[src/rtl/matrix_decompiler_pkg.sv]
// -----------------------------------------------------------------------------
// matrix_pkg
// Shared types and sizing for the matrix receive path.
//   DEF_*               : default geometry used by matrix_decompiler parameters
//   DIBITS_PER_ELEMENT  : dibits per element at the default element width
//   ELEMENTS_PER_MATRIX : elements per frame at the default geometry
//   state_t             : frame FSM states {IDLE, RECEIVE, DRAIN}
//   cnt_width()         : counter width that never collapses to zero bits
// -----------------------------------------------------------------------------
package matrix_pkg;

    localparam int unsigned DEF_ELEMENT_SIZE    = 8;
    localparam int unsigned DEF_SIZE_A          = 32;
    localparam int unsigned DEF_SIZE_B          = 32;
    localparam int unsigned DEF_GAP_TIMEOUT     = 64;

    localparam int unsigned DIBITS_PER_ELEMENT  = DEF_ELEMENT_SIZE / 2;
    localparam int unsigned ELEMENTS_PER_MATRIX = DEF_SIZE_A * DEF_SIZE_B;

    typedef enum logic [1:0] {
        IDLE    = 2'd0,
        RECEIVE = 2'd1,
        DRAIN   = 2'd2
    } state_t;

    function automatic int unsigned cnt_width(input int unsigned n);
        return (n > 1) ? $clog2(n) : 1;
    endfunction

endpackage

[src/rtl/matrix_decompiler_elem_fifo.sv]
// -----------------------------------------------------------------------------
// elem_fifo
// Two-entry first-word-fall-through FIFO holding {index, element} words.
//   i_clk, i_rst   : clock, synchronous active-high reset
//   i_flush        : synchronous clear of all entries (same effect as reset)
//   i_push/data    : write request; accepted when not full or popping this cycle
//   i_pop          : read request; ignored when empty
//   o_pop_data     : head entry, valid whenever o_empty is low
//   o_full/o_empty : occupancy flags
// -----------------------------------------------------------------------------
module elem_fifo #(
    parameter int unsigned WIDTH = 18
) (
    input  logic             i_clk,
    input  logic             i_rst,
    input  logic             i_flush,
    input  logic             i_push,
    input  logic [WIDTH-1:0] i_push_data,
    input  logic             i_pop,
    output logic [WIDTH-1:0] o_pop_data,
    output logic             o_full,
    output logic             o_empty
);

    logic [WIDTH-1:0] r_mem [2];
    logic             r_wr;
    logic             r_rd;
    logic [1:0]       r_cnt;
    logic             w_push;
    logic             w_pop;

    assign o_full     = (r_cnt == 2'd2);
    assign o_empty    = (r_cnt == 2'd0);
    assign o_pop_data = r_mem[r_rd];

    assign w_pop  = i_pop && !o_empty;
    // A pop in the same cycle frees the slot, so a full FIFO still accepts.
    assign w_push = i_push && (!o_full || w_pop);

    always_ff @(posedge i_clk) begin
        if (i_rst || i_flush) begin
            r_wr  <= 1'b0;
            r_rd  <= 1'b0;
            r_cnt <= '0;
            for (int unsigned i = 0; i < 2; i++) begin
                r_mem[i] <= '0;
            end
        end else begin
            if (w_push) begin
                r_mem[r_wr] <= i_push_data;
                r_wr        <= ~r_wr;
            end
            if (w_pop) begin
                r_rd <= ~r_rd;
            end
            case ({w_push, w_pop})
                2'b10:   r_cnt <= r_cnt + 2'd1;
                2'b01:   r_cnt <= r_cnt - 2'd1;
                default: r_cnt <= r_cnt;
            endcase
        end
    end

endmodule

[src/rtl/matrix_decompiler.sv]
// -----------------------------------------------------------------------------
// matrix_decompiler
// Reassembles a row-major, MSB-first dibit stream into addressed matrix
// elements, one MAX_SIZE_A x MAX_SIZE_B matrix per frame.
//   inter_refclk, rst       : clock, synchronous active-high reset
//   dibit, dibit_valid      : incoming dibit stream
//   elem_ready, elem_valid  : output handshake (FWFT FIFO not-empty)
//   row_addr, col_addr      : element address (upper/lower index bits)
//   matrix_element          : element value
//   matrix_done             : pulse after the last element of a frame is popped
//   overflow_err            : sticky, an element was dropped on a full FIFO
//   timeout_err             : pulse when a frame is aborted by a dibit gap
// Optional feature: define MATRIX_DECOMPILER_TIMEOUT_EN to enable the
// inter-dibit gap timeout; otherwise timeout_err is tied low.
// -----------------------------------------------------------------------------
module matrix_decompiler
    import matrix_pkg::*;
#(
    parameter int unsigned MAX_ELEMENT_SIZE = DEF_ELEMENT_SIZE,
    parameter int unsigned MAX_SIZE_A       = DEF_SIZE_A,
    parameter int unsigned MAX_SIZE_B       = DEF_SIZE_B,
    parameter int unsigned GAP_TIMEOUT      = DEF_GAP_TIMEOUT
) (
    input  logic                          inter_refclk,
    input  logic                          rst,
    input  logic [1:0]                    dibit,
    input  logic                          dibit_valid,
    input  logic                          elem_ready,
    output logic                          elem_valid,
    output logic [$clog2(MAX_SIZE_A)-1:0] row_addr,
    output logic [$clog2(MAX_SIZE_B)-1:0] col_addr,
    output logic [MAX_ELEMENT_SIZE-1:0]   matrix_element,
    output logic                          matrix_done,
    output logic                          overflow_err,
    output logic                          timeout_err
);

    localparam int unsigned DPE = MAX_ELEMENT_SIZE / 2;
    localparam int unsigned EPM = MAX_SIZE_A * MAX_SIZE_B;
    localparam int unsigned RW  = $clog2(MAX_SIZE_A);
    localparam int unsigned CW  = $clog2(MAX_SIZE_B);
    localparam int unsigned IW  = RW + CW;
    localparam int unsigned DCW = cnt_width(DPE);
    localparam int unsigned FW  = MAX_ELEMENT_SIZE + IW;

    state_t                      r_state;
    state_t                      w_next_state;
    logic [DCW-1:0]              r_dcnt;
    logic [IW-1:0]               r_idx;
    logic [MAX_ELEMENT_SIZE-1:0] r_shift;
    logic [MAX_ELEMENT_SIZE-1:0] w_assembled;
    logic                        r_done;
    logic                        r_overflow;
    logic                        w_accept;
    logic                        w_elem_done;
    logic                        w_last_elem;
    logic                        w_push;
    logic                        w_pop;
    logic                        w_drop;
    logic                        w_full;
    logic                        w_empty;
    logic                        w_done_set;
    logic                        w_abort;
    logic [FW-1:0]               w_fifo_out;

    assign w_accept    = dibit_valid && (r_state != DRAIN);
    assign w_elem_done = w_accept && (r_dcnt == DCW'(DPE - 1));
    assign w_last_elem = (r_idx == IW'(EPM - 1));
    assign w_pop       = !w_empty && elem_ready;
    assign w_push      = w_elem_done && (!w_full || w_pop);
    assign w_drop      = w_elem_done && w_full && !w_pop;
    // Nothing is pushed in DRAIN, so a pop with one entry left empties it.
    assign w_done_set  = (r_state == DRAIN) && w_pop && !w_full;

    // MSB-first: earlier dibits move up as each new dibit enters at the bottom.
    assign w_assembled = (r_shift << 2) | MAX_ELEMENT_SIZE'(dibit);

`ifdef MATRIX_DECOMPILER_TIMEOUT_EN
    localparam int unsigned GW = $clog2(GAP_TIMEOUT + 1);

    logic [GW-1:0] r_gap;
    logic          r_timeout;

    // Fires on the idle cycle that would bring the gap count to GAP_TIMEOUT.
    assign w_abort = (r_state == RECEIVE) && !dibit_valid &&
                     (r_gap == GW'(GAP_TIMEOUT - 1));

    always_ff @(posedge inter_refclk) begin
        if (rst) begin
            r_gap     <= '0;
            r_timeout <= 1'b0;
        end else begin
            r_timeout <= w_abort;
            if ((r_state != RECEIVE) || dibit_valid || w_abort) begin
                r_gap <= '0;
            end else begin
                r_gap <= r_gap + GW'(1);
            end
        end
    end

    assign timeout_err = r_timeout;
`else
    assign w_abort     = 1'b0;
    assign timeout_err = 1'b0;
`endif

    always_ff @(posedge inter_refclk) begin
        if (rst) begin
            r_state <= IDLE;
        end else begin
            r_state <= w_next_state;
        end
    end

    always_comb begin
        w_next_state = r_state;
        case (r_state)
            IDLE: begin
                if (w_accept) begin
                    w_next_state = (w_elem_done && w_last_elem) ? DRAIN : RECEIVE;
                end
            end
            RECEIVE: begin
                if (w_abort) begin
                    w_next_state = IDLE;
                end else if (w_elem_done && w_last_elem) begin
                    w_next_state = DRAIN;
                end
            end
            DRAIN: begin
                if (w_done_set) begin
                    w_next_state = IDLE;
                end
            end
            default: w_next_state = IDLE;
        endcase
    end

    // Index advances even when the element is dropped, keeping later
    // addresses aligned with their position in the frame.
    always_ff @(posedge inter_refclk) begin
        if (rst) begin
            r_dcnt     <= '0;
            r_idx      <= '0;
            r_shift    <= '0;
            r_done     <= 1'b0;
            r_overflow <= 1'b0;
        end else begin
            r_done <= w_done_set;
            if (w_drop) begin
                r_overflow <= 1'b1;
            end
            if (w_abort) begin
                r_dcnt  <= '0;
                r_idx   <= '0;
                r_shift <= '0;
            end else if (w_accept) begin
                r_shift <= w_assembled;
                if (w_elem_done) begin
                    r_dcnt <= '0;
                    r_idx  <= w_last_elem ? '0 : r_idx + IW'(1);
                end else begin
                    r_dcnt <= r_dcnt + DCW'(1);
                end
            end
        end
    end

    elem_fifo #(
        .WIDTH (FW)
    ) u_fifo (
        .i_clk       (inter_refclk),
        .i_rst       (rst),
        .i_flush     (w_abort),
        .i_push      (w_push),
        .i_push_data ({r_idx, w_assembled}),
        .i_pop       (w_pop),
        .o_pop_data  (w_fifo_out),
        .o_full      (w_full),
        .o_empty     (w_empty)
    );

    assign elem_valid     = !w_empty;
    assign row_addr       = w_fifo_out[FW-1 -: RW];
    assign col_addr       = w_fifo_out[MAX_ELEMENT_SIZE +: CW];
    assign matrix_element = w_fifo_out[MAX_ELEMENT_SIZE-1:0];
    assign matrix_done    = r_done;
    assign overflow_err   = r_overflow;

endmodule

[config.mk]
export PLATFORM = sky130hd
export DESIGN_NAME = matrix_decompiler
export DESIGN_NICKNAME = d
export VERILOG_FILES = /design/src/rtl/matrix_decompiler_pkg.sv /design/src/rtl/matrix_decompiler_elem_fifo.sv /design/src/rtl/matrix_decompiler.sv
export SDC_FILE = /design/constraint.sdc
export NUM_CORES = 1
export LEC_CHECK = 0
export ABC_AREA = 1
export ABC_CLOCK_PERIOD_IN_PS = 3140
export CAP_MARGIN = 20
export CORE_MARGIN = 2
export CORE_UTILIZATION = 45
export CTS_CLUSTER_SIZE = 28
export DETAILED_ROUTE_END_ITERATION = 8
export GPL_TIMING_DRIVEN = 0
export PLACE_DENSITY = 0.72
export SKIP_CTS_REPAIR_TIMING = 1
export SYNTH_ARGS = -nofsm -noshare
export SYNTH_HDL_FRONTEND = slang
export SYNTH_SLANG_ARGS = --single-unit
[constraint.sdc]
create_clock -name inter_refclk -period 3.14 [get_ports inter_refclk]
set_input_delay 0.942 -clock inter_refclk [delete_from_list [all_inputs] [get_ports inter_refclk]]
set_output_delay 0.942 -clock inter_refclk [all_outputs]
set_load 0.02 [all_outputs]
# ---- Word-level counts from Yosys, hierarchy flattened
# Memories as Yosys holds them, arrays and structs flattened. A register that Yosys moved wholly into a read port is not among the register bits.
# Index checks and enable logic that the tools add are counted.
dict set report op_classes {
  add_sub_neg 4
  n_eq_ne 11
  mux 18
  bitwise 3
  n_reduce_logical 22
}
# cell n
set ops {}
lappend ops {{2-to-1 mux 18 bit} 1}
lappend ops {{OR reduction 18 bit} 1}
lappend ops {{logical AND 1 bit} 11}
lappend ops {{adder 10 x 1 -> 10 bit (second input constant)} 1}
lappend ops {{equality test 10 bit (second input constant)} 1}
lappend ops {{2-to-1 mux 10 bit} 1}
lappend ops {{2-to-1 mux 2 bit} 5}
lappend ops {{2-to-1 mux 1 bit} 9}
lappend ops {{equality test 2 bit (second input constant)} 4}
lappend ops {{inequality test 2 bit (second input constant)} 4}
lappend ops {{bitwise OR 8 x 2 -> 8 bit} 1}
lappend ops {{one-hot mux 2 bit (3 select lines)} 1}
lappend ops {{adder 2 x 1 -> 2 bit (second input constant)} 2}
lappend ops {{equality test 2 x 1 -> 1 bit (second input constant)} 2}
lappend ops {{zero test 2 bit} 2}
lappend ops {{one-hot mux 2 bit (2 select lines)} 1}
lappend ops {{zero test 1 bit} 3}
lappend ops {{AND reduction 3 bit} 1}
lappend ops {{logical OR 1 bit} 2}
lappend ops {{NOT 1 bit} 2}
lappend ops {{AND reduction 2 bit} 1}
lappend ops {{nonzero test 2 bit} 1}
lappend ops {{subtractor 2 x 1 -> 2 bit (second input constant)} 1}
dict set report word_totals {
  ff_bits 26
  mem_bits_rw 36
  output_inout_bits 22
  wordCells 68
  mem_count 1
}
# name depth width rd rd_ports_with_merged_regs wr line
set mem_list {}
lappend mem_list {u_fifo.r_mem 2 18 1 1 2 matrix_decompiler_elem_fifo.sv:25} ;# logic [WIDTH-1:0] r_mem [2];

# ---- Longest topological paths before layout
# Gate-level depths: netlist of the first run.
dict set report depth {
  ltp_word 11
  ltp_mapped 10
}

# ---- Cells and area by module
# Synthesis of the first run repeated with hierarchy kept, for this count alone.
dict set report unflattened {
  cells_unflattened 275
  hier_area_um2 2902.8
}
# module n_inst cells_each area_each_um2
set by_module_without_submodules {}
lappend by_module_without_submodules {elem_fifo 1 156 1906.8}
lappend by_module_without_submodules {matrix_decompiler 1 119 996.0}

# ---- Worst setup path after synthesis of the first run
# No wires, ideal clock.
dict set report synth_path {
  path_kind {input to register}
  start {input dibit_valid}
  end {memory u_fifo.r_mem[0][0] (enable)}
  setup_time_ns 0.375
  arrival_ns 1.892
  t_required_ns 2.765
  path_slack_ns 0.874
  stages 7
  n_path_buf 1
  path_cell_list {nand3_4 -> clkinv_2 -> nand2_4 -> nor2_4 -> nand2_2 -> buf_6 -> nand2_1}
}
# element line
set synth_rtl {}
lappend synth_rtl {{from (decl)} matrix_decompiler.sv:27} ;# input logic dibit_valid,
lappend synth_rtl {{to (decl)} matrix_decompiler_elem_fifo.sv:25}

==> results of run 1 <==
-- cell families after synthesis --
logic type	synth area share, %
adder cells (fa/ha/maj)	1.35
AND/OR/NAND/NOR	19.9
XOR/XNOR	0.315
buffers and inverters	6.75
AO/OA/AOI/OAI	5.94
multiplexers	7.29
flip-flops	58.3
other	0.135
-- metal layers --
layer | up-vias | wire length (um) | track usage [%]
met4 | 0 | 110 | 9.51
met1 | 847 | 2300 | 19.8
li1 | 944 | - | -
met2 | 30 | 2230 | 25.4
met5 | - | 0 | 0
met3 | 9 | 182 | 5.22
-- through the flow --
step                      cell area (um2)  cells
after floorplan                      2780    263
after detailed placement             3130    364
final                                3350    380
after global placement               3130    364
after global routing                 3350    380
after CTS                            3350    380
-- flip-flops by register name (all words and copies together), names as in the netlist, named ones only --
| register | flops |
|---|---|
| u_fifo.r_mem | 36 |
| r_idx | 10 |
| r_shift | 6 |
| r_dcnt | 2 |
| r_state | 2 |
| u_fifo.r_cnt | 2 |
| matrix_done | 1 |
| overflow_err | 1 |
| u_fifo.r_rd | 1 |
| u_fifo.r_wr | 1 |
-- cell type report --
| class | instances | area share, % |
|---|---|---|
| plain buffers | 9 | 2.06 |
| clock buffers | 9 | 3.70 |
| clock inverters | 7 | 2.62 |
| inverters | 32 | 3.62 |
| multi-input cells | 159 | 29.0 |
| flip-flops and latches | 63 | 48.4 |
| well taps | 75 | 2.80 |
| repair buffers | 26 | 7.77 |
-- worst max path at each step --
stage | depth (start not counted) | to | startpoint | slack (ns)
after floorplan | 7 | u_fifo.r_mem[0][0]$_SDFFCE_PN0P_ | dibit_valid | 0.87
after global placement | 6 | u_fifo.r_mem[1][14]$_SDFFCE_PN0P_ | dibit_valid | -0.03
after detailed placement | 6 | u_fifo.r_mem[1][14]$_SDFFCE_PN0P_ | dibit_valid | -0.03
after CTS | 4 | col_addr[3] | flop | -0.007
after global routing | 4 | col_addr[3] | flop | 0.03
final | 4 | col_addr[3] | flop | 0.13
-- cell usage after synthesis --
library cell	n	share of area [%]
ha_1	3	1.4
nor2_1	37	5.0
buf_4	1	0.27
buf_6	3	1.2
nor3_1	3	0.54
inv_1	29	3.9
nand2_1	26	3.5
nand3_4	2	1.3
conb_1	1	0.13
nand4_4	1	0.77
nand2_2	4	0.90
a21oi_1	15	2.7
mux2_2	18	7.3
nand4_1	3	0.68
inv_2	2	0.27
nor2_2	17	3.8
nand3_1	4	0.72
xor2_1	1	0.32
nand2_4	3	1.2
o21ai_0	16	2.9
edfxtp_1	36	39
nor2_4	3	1.2
buf_2	5	0.90
dfxtp_1	27	19
o211a_1	1	0.36
clkinv_2	1	0.18
nor3b_1	1	0.27
-- worst reg2reg max path: stages, from the launching register on --
cell	delay, ns
dfxtp_1	0.35
ha_1	0.24
nand3_4	0.13
clkinv_2	0.13
nand4_4	0.20
buf_6	0.21
nand2_1	0.58
-- power groups by stage --
stage / Combinational [W] / Clock [W] / Sequential (W)
floorplan: 0.0000890 / 0 / 0.000924
global placement: 0.000141 / 0 / 0.000925
detailed placement: 0.000143 / 0 / 0.000927
CTS: 0.000144 / 0.000769 / 0.000909
global route: 0.000156 / 0.000796 / 0.000912
finish: 0.000143 / 0.000753 / 0.000909
==> flow_summary.ini, run 1 <==
[critical_path]
slowest_delay_ns = 0.54
r2r_slack_ns = 0.93
critPathCaptureType = output pin
crit_chain = buf_2, buf_4, mux2_2, clkdlybuf4s50_1
crit_family = buffers and inverters
critPathLaunchType = flop
crit_fanout = 10
cp_slowest_cell = clkdlybuf4s50_1
critPathArrivalTime_ns = 2.07
path_buf_inv = 3
r2r_end = u_fifo.r_mem[1][15]$_SDFFCE_PN0P_
reg2reg_depth = 6
worstReg2RegStart = r_dcnt[0]$_SDFFE_PP0P_
required_ns = 2.20
crit_type = flop to output pin

[detailed_routing]
drtIter0Drc = 50
drc = 0
totalWireLength_mm = 4.83
dr.pass1.iters = 4
vias = 1830
drtAntennaViolNets = 0
wl_per_cell_um = 12.7
vias_per_cell = 4.82

[layout]
register_area_mm2 = 0.00162
syn_to_final_growth_pct = 20.4
fill_cells = 515
multi_input_area_um2 = 971
final_core_util_pct = 56.2
layout-drive-gt1-share_pct = 24.9
layout_common_cells = nor2_1 (37), edfxtp_1 (36), inv_1 (29)
final_common_cell = nor2_1
diodes = 0
nets = 309

[sta]
holdWs_ns = 0.463
fin_ws_ns = 0.131
slew_violations = 0
fin_crit_ns = 3.01
fin_skew_ns = 0.00504
rsz0062_at_grt = no
setup_viol = 0
maxSlewHeadroom_pct = 46.7
final-hold-violation-count = 0
timing.final.crit_share_pct = 95.8
tns_ns = 0
tightest_slew_ns = 0.798
fmax_mhz = 332

[hold_path]
hold_path.class = flop to flop
hp-start = u_fifo.r_rd$_SDFFE_PP0P_
holdPathEnd = u_fifo.r_rd$_SDFFE_PP0P_
hold_depth = 1

[synth]
synth_area_per_cell_um2 = 10.6
yosysWarnings = 0
syn_area_mm2 = 0.00278
ys_ff_latch = 63
syn_nets = 272
synthCells = 263
yosysSeqAreaShare_pct = 58.3
synth.distinct_cells = 27

[placement]
place_congestion = 0.778
portBuffers = 26
dp_slack_ns = -0.0271
place.detailed.hpwl_mm = 3.27

[clock_network]
clk_path_buf_depth = 2
htreeDepth = 3
path_clk_slew_ns = 0.07
cts_root_buffer = clkbuf_8
cts_tree = built
numCtsBuffers = 9
worstSkewPairLatency_ns = 0.34
clock_sinks = 63

[power]
power_switching_w = 0.000404
internal-power_w = 0.00140
fin_total_pwr_w = 0.00181
pwr-share-comb_pct = 7.9
clkPwrFrac_pct = 41.7
power_frac_seq_pct = 50.4
p_leak_nw = 1.26
max-vdd-ir-drop_uv = 280
pwr_density_cell_mw_per_mm2 = 539
sw_frac_of_total_pct = 22.4

[floorplanning]
die-area_mm2 = 0.00682
die_h_um = 82.6
rows = 28
io_pins = 28
start_util_pct = 46.7
coreArea_mm2 = 0.00596
die_w_um = 82.6

[global_routing]
overflow = 0
grt_pass1_vias = 1706
grt_pass1_wl_mm = 7.93
grt_util_all_layers_pct = 16.3
antenna_found_initial = 0
grt_max_degree = 19

[outcome]
status = finished, final reports clean

[run]
maxCapViolations = 0
Note: power is estimated with default switching activity, not from simulation.
==> inputs of run 2 (changes only) <==
--- a/config.mk
+++ b/config.mk
@@ -9,11 +9,11 @@
 export ABC_CLOCK_PERIOD_IN_PS = 3140
 export CAP_MARGIN = 20
 export CORE_MARGIN = 2
-export CORE_UTILIZATION = 45
+export CORE_UTILIZATION = 56
 export CTS_CLUSTER_SIZE = 28
 export DETAILED_ROUTE_END_ITERATION = 8
 export GPL_TIMING_DRIVEN = 0
-export PLACE_DENSITY = 0.72
+export PLACE_DENSITY = 0.86
 export SKIP_CTS_REPAIR_TIMING = 1
 export SYNTH_ARGS = -nofsm -noshare
 export SYNTH_HDL_FRONTEND = slang
==> run 2 against run 1 <==
Net effect: combinational power about the same; clock power decreased by 19%; non-clock buffer count unchanged; power decreased by 7.8%; largest power group unchanged; critical path depth unchanged; wire length increased by 1.3%; flip-flop and latch count unchanged; clock skew increased by 0.0020 ns; sequential power about the same; via count increased by 2.8%.
==> flow_summary.ini, run 2 (same netlist as run 1, synthesis figures left out) <==
[placement]
portBuffers = 26
dpl.cell_count = 356
placed_area_mm2 = 0.00312
place_congestion = 0.819
dp_slack_ns = -0.0845
place.detailed.hpwl_mm = 3.40

[layout]
nets = 309
regMostFlops = u_fifo.r_mem
largest_reg_flops = 36
layout_common_cells = nor2_1 (37), edfxtp_1 (36), inv_1 (29)
diodes = 0
syn_to_final_growth_pct = 18.7
final_common_cell = nor2_1
fin_area_mm2 = 0.00330
layout.cells.non_filler = 372
layout-drive-gt1-share_pct = 23.6
largestRegisters = u_fifo.r_mem: 36 flops, r_idx: 10 flops, r_shift: 6 flops

[power]
p_leak_nw = 1.24
fin_total_pwr_w = 0.00166
max-vdd-ir-drop_uv = 323
pwr_density_cell_mw_per_mm2 = 504

[clock_network]
worstSkewPairLatency_ns = 0.34
cts_root_buffer = clkbuf_8
htreeDepth = 3
numCtsBuffers = 9
clk_path_buf_depth = 2
clock_sinks = 63
path_clk_slew_ns = 0.06
cts_tree = built

[critical_path]
crit_fanout = 10
required_ns = 2.20
critPathCaptureType = output pin
r2r_slack_ns = 0.87
reg2reg_depth = 6
critPathLaunchType = flop
r2r_end = u_fifo.r_mem[1][2]$_SDFFCE_PN0P_
crit_type = flop to output pin
critPathArrivalTime_ns = 2.05
worstReg2RegStart = r_dcnt[0]$_SDFFE_PP0P_

[sta]
rsz0062_at_grt = no
tightest_slew_ns = 0.840
fin_ws_ns = 0.150
timing.final.crit_share_pct = 95.2
slew_violations = 0
final-hold-violation-count = 0
fin_skew_ns = 0.00702
setup_viol = 0
fmax_mhz = 334
maxSlewHeadroom_pct = 43.9
fin_crit_ns = 2.99

[global_routing]
antenna_found_initial = 0
overflow = 0
grt_pass1_wl_mm = 7.94
grt_pass1_vias = 1678
grt_util_all_layers_pct = 19.7
grt_max_degree = 19

[detailed_routing]
vias = 1882
drtAntennaViolNets = 0
drc = 0
dr.pass1.iters = 4
totalWireLength_mm = 4.89
wl_per_cell_um = 13.1
vias_per_cell = 5.06
drtIter0Drc = 124

[outcome]
status = finished, final reports clean

[hold_path]
hp-start = u_fifo.r_rd$_SDFFE_PP0P_
hold_path.class = flop to flop
holdPathEnd = u_fifo.r_rd$_SDFFE_PP0P_
hold_depth = 1

[floorplanning]
die-area_mm2 = 0.00554
io_pins = 28
start_util_pct = 58.5
die_w_um = 74.5
coreArea_mm2 = 0.00475
die_h_um = 74.5
rows = 25

[run]
maxCapViolations = 0
run 2: power breakdown:
group | total [W] | switching [W] | internal [W]
combinational | 0.000143 | 0.0000810 | 0.0000617
sequential | 0.000910 | 0.0000107 | 0.000899
clock | 0.000611 | 0.000281 | 0.000330
total | 0.00166 | 0.000373 | 0.00129
run 2: final cells by class:
type | instances | area, um2
buffer | 9 | 71.3
clock buffer | 15 | 166
clock inverter | 1 | 5.00
fill | 362 | 1450
inverter | 32 | 121
multi-input combinational | 159 | 971
sequential | 63 | 1620
tap | 67 | 83.8
timing repair buffer | 26 | 260
run 2: layer usage:
layer  GRT usage [%]  vias up  share of wire (%)
met2            31.1       42                 48
met4            10.7        0                2.6
li1                -      940                  -
met1            25.5      888                 46
met5               0        -                  0
met3            4.20       12                3.8
run 2: through the flow:
stage | util (%) | hold slack, ns | TNS, ns
after global placement | 65.7 | 0.433 | -0.582
after floorplan | - | 0.426 | 0
final | 69.4 | 0.453 | 0
after CTS | 69.3 | 0.454 | -0.00342
after global routing | 69.4 | 0.485 | 0
after detailed placement | 65.7 | 0.446 | -2.00
run 2: worst max path at each step:
| stage | depth (start not counted) | from | end |
|---|---|---|---|
| 2_1_floorplan | 7 | dibit_valid | u_fifo.r_mem[0][0]$_SDFFCE_PN0P_ |
| 3_3_place_gp | 6 | dibit_valid | u_fifo.r_mem[1][14]$_SDFFCE_PN0P_ |
| 3_5_place_dp | 6 | dibit_valid | u_fifo.r_mem[1][14]$_SDFFCE_PN0P_ |
| 4_1_cts | 4 | flop | col_addr[3] |
| 5_1_grt | 4 | flop | matrix_element[3] |
| 6_report | 4 | flop | col_addr[3] |
run 2: critical path, stage by stage (launching register included):
cell             delay, ns
dfxtp_1               0.32
clkbuf_4              0.23
clkbuf_4              0.26
mux2_2                0.35
clkdlybuf4s50_1       0.55
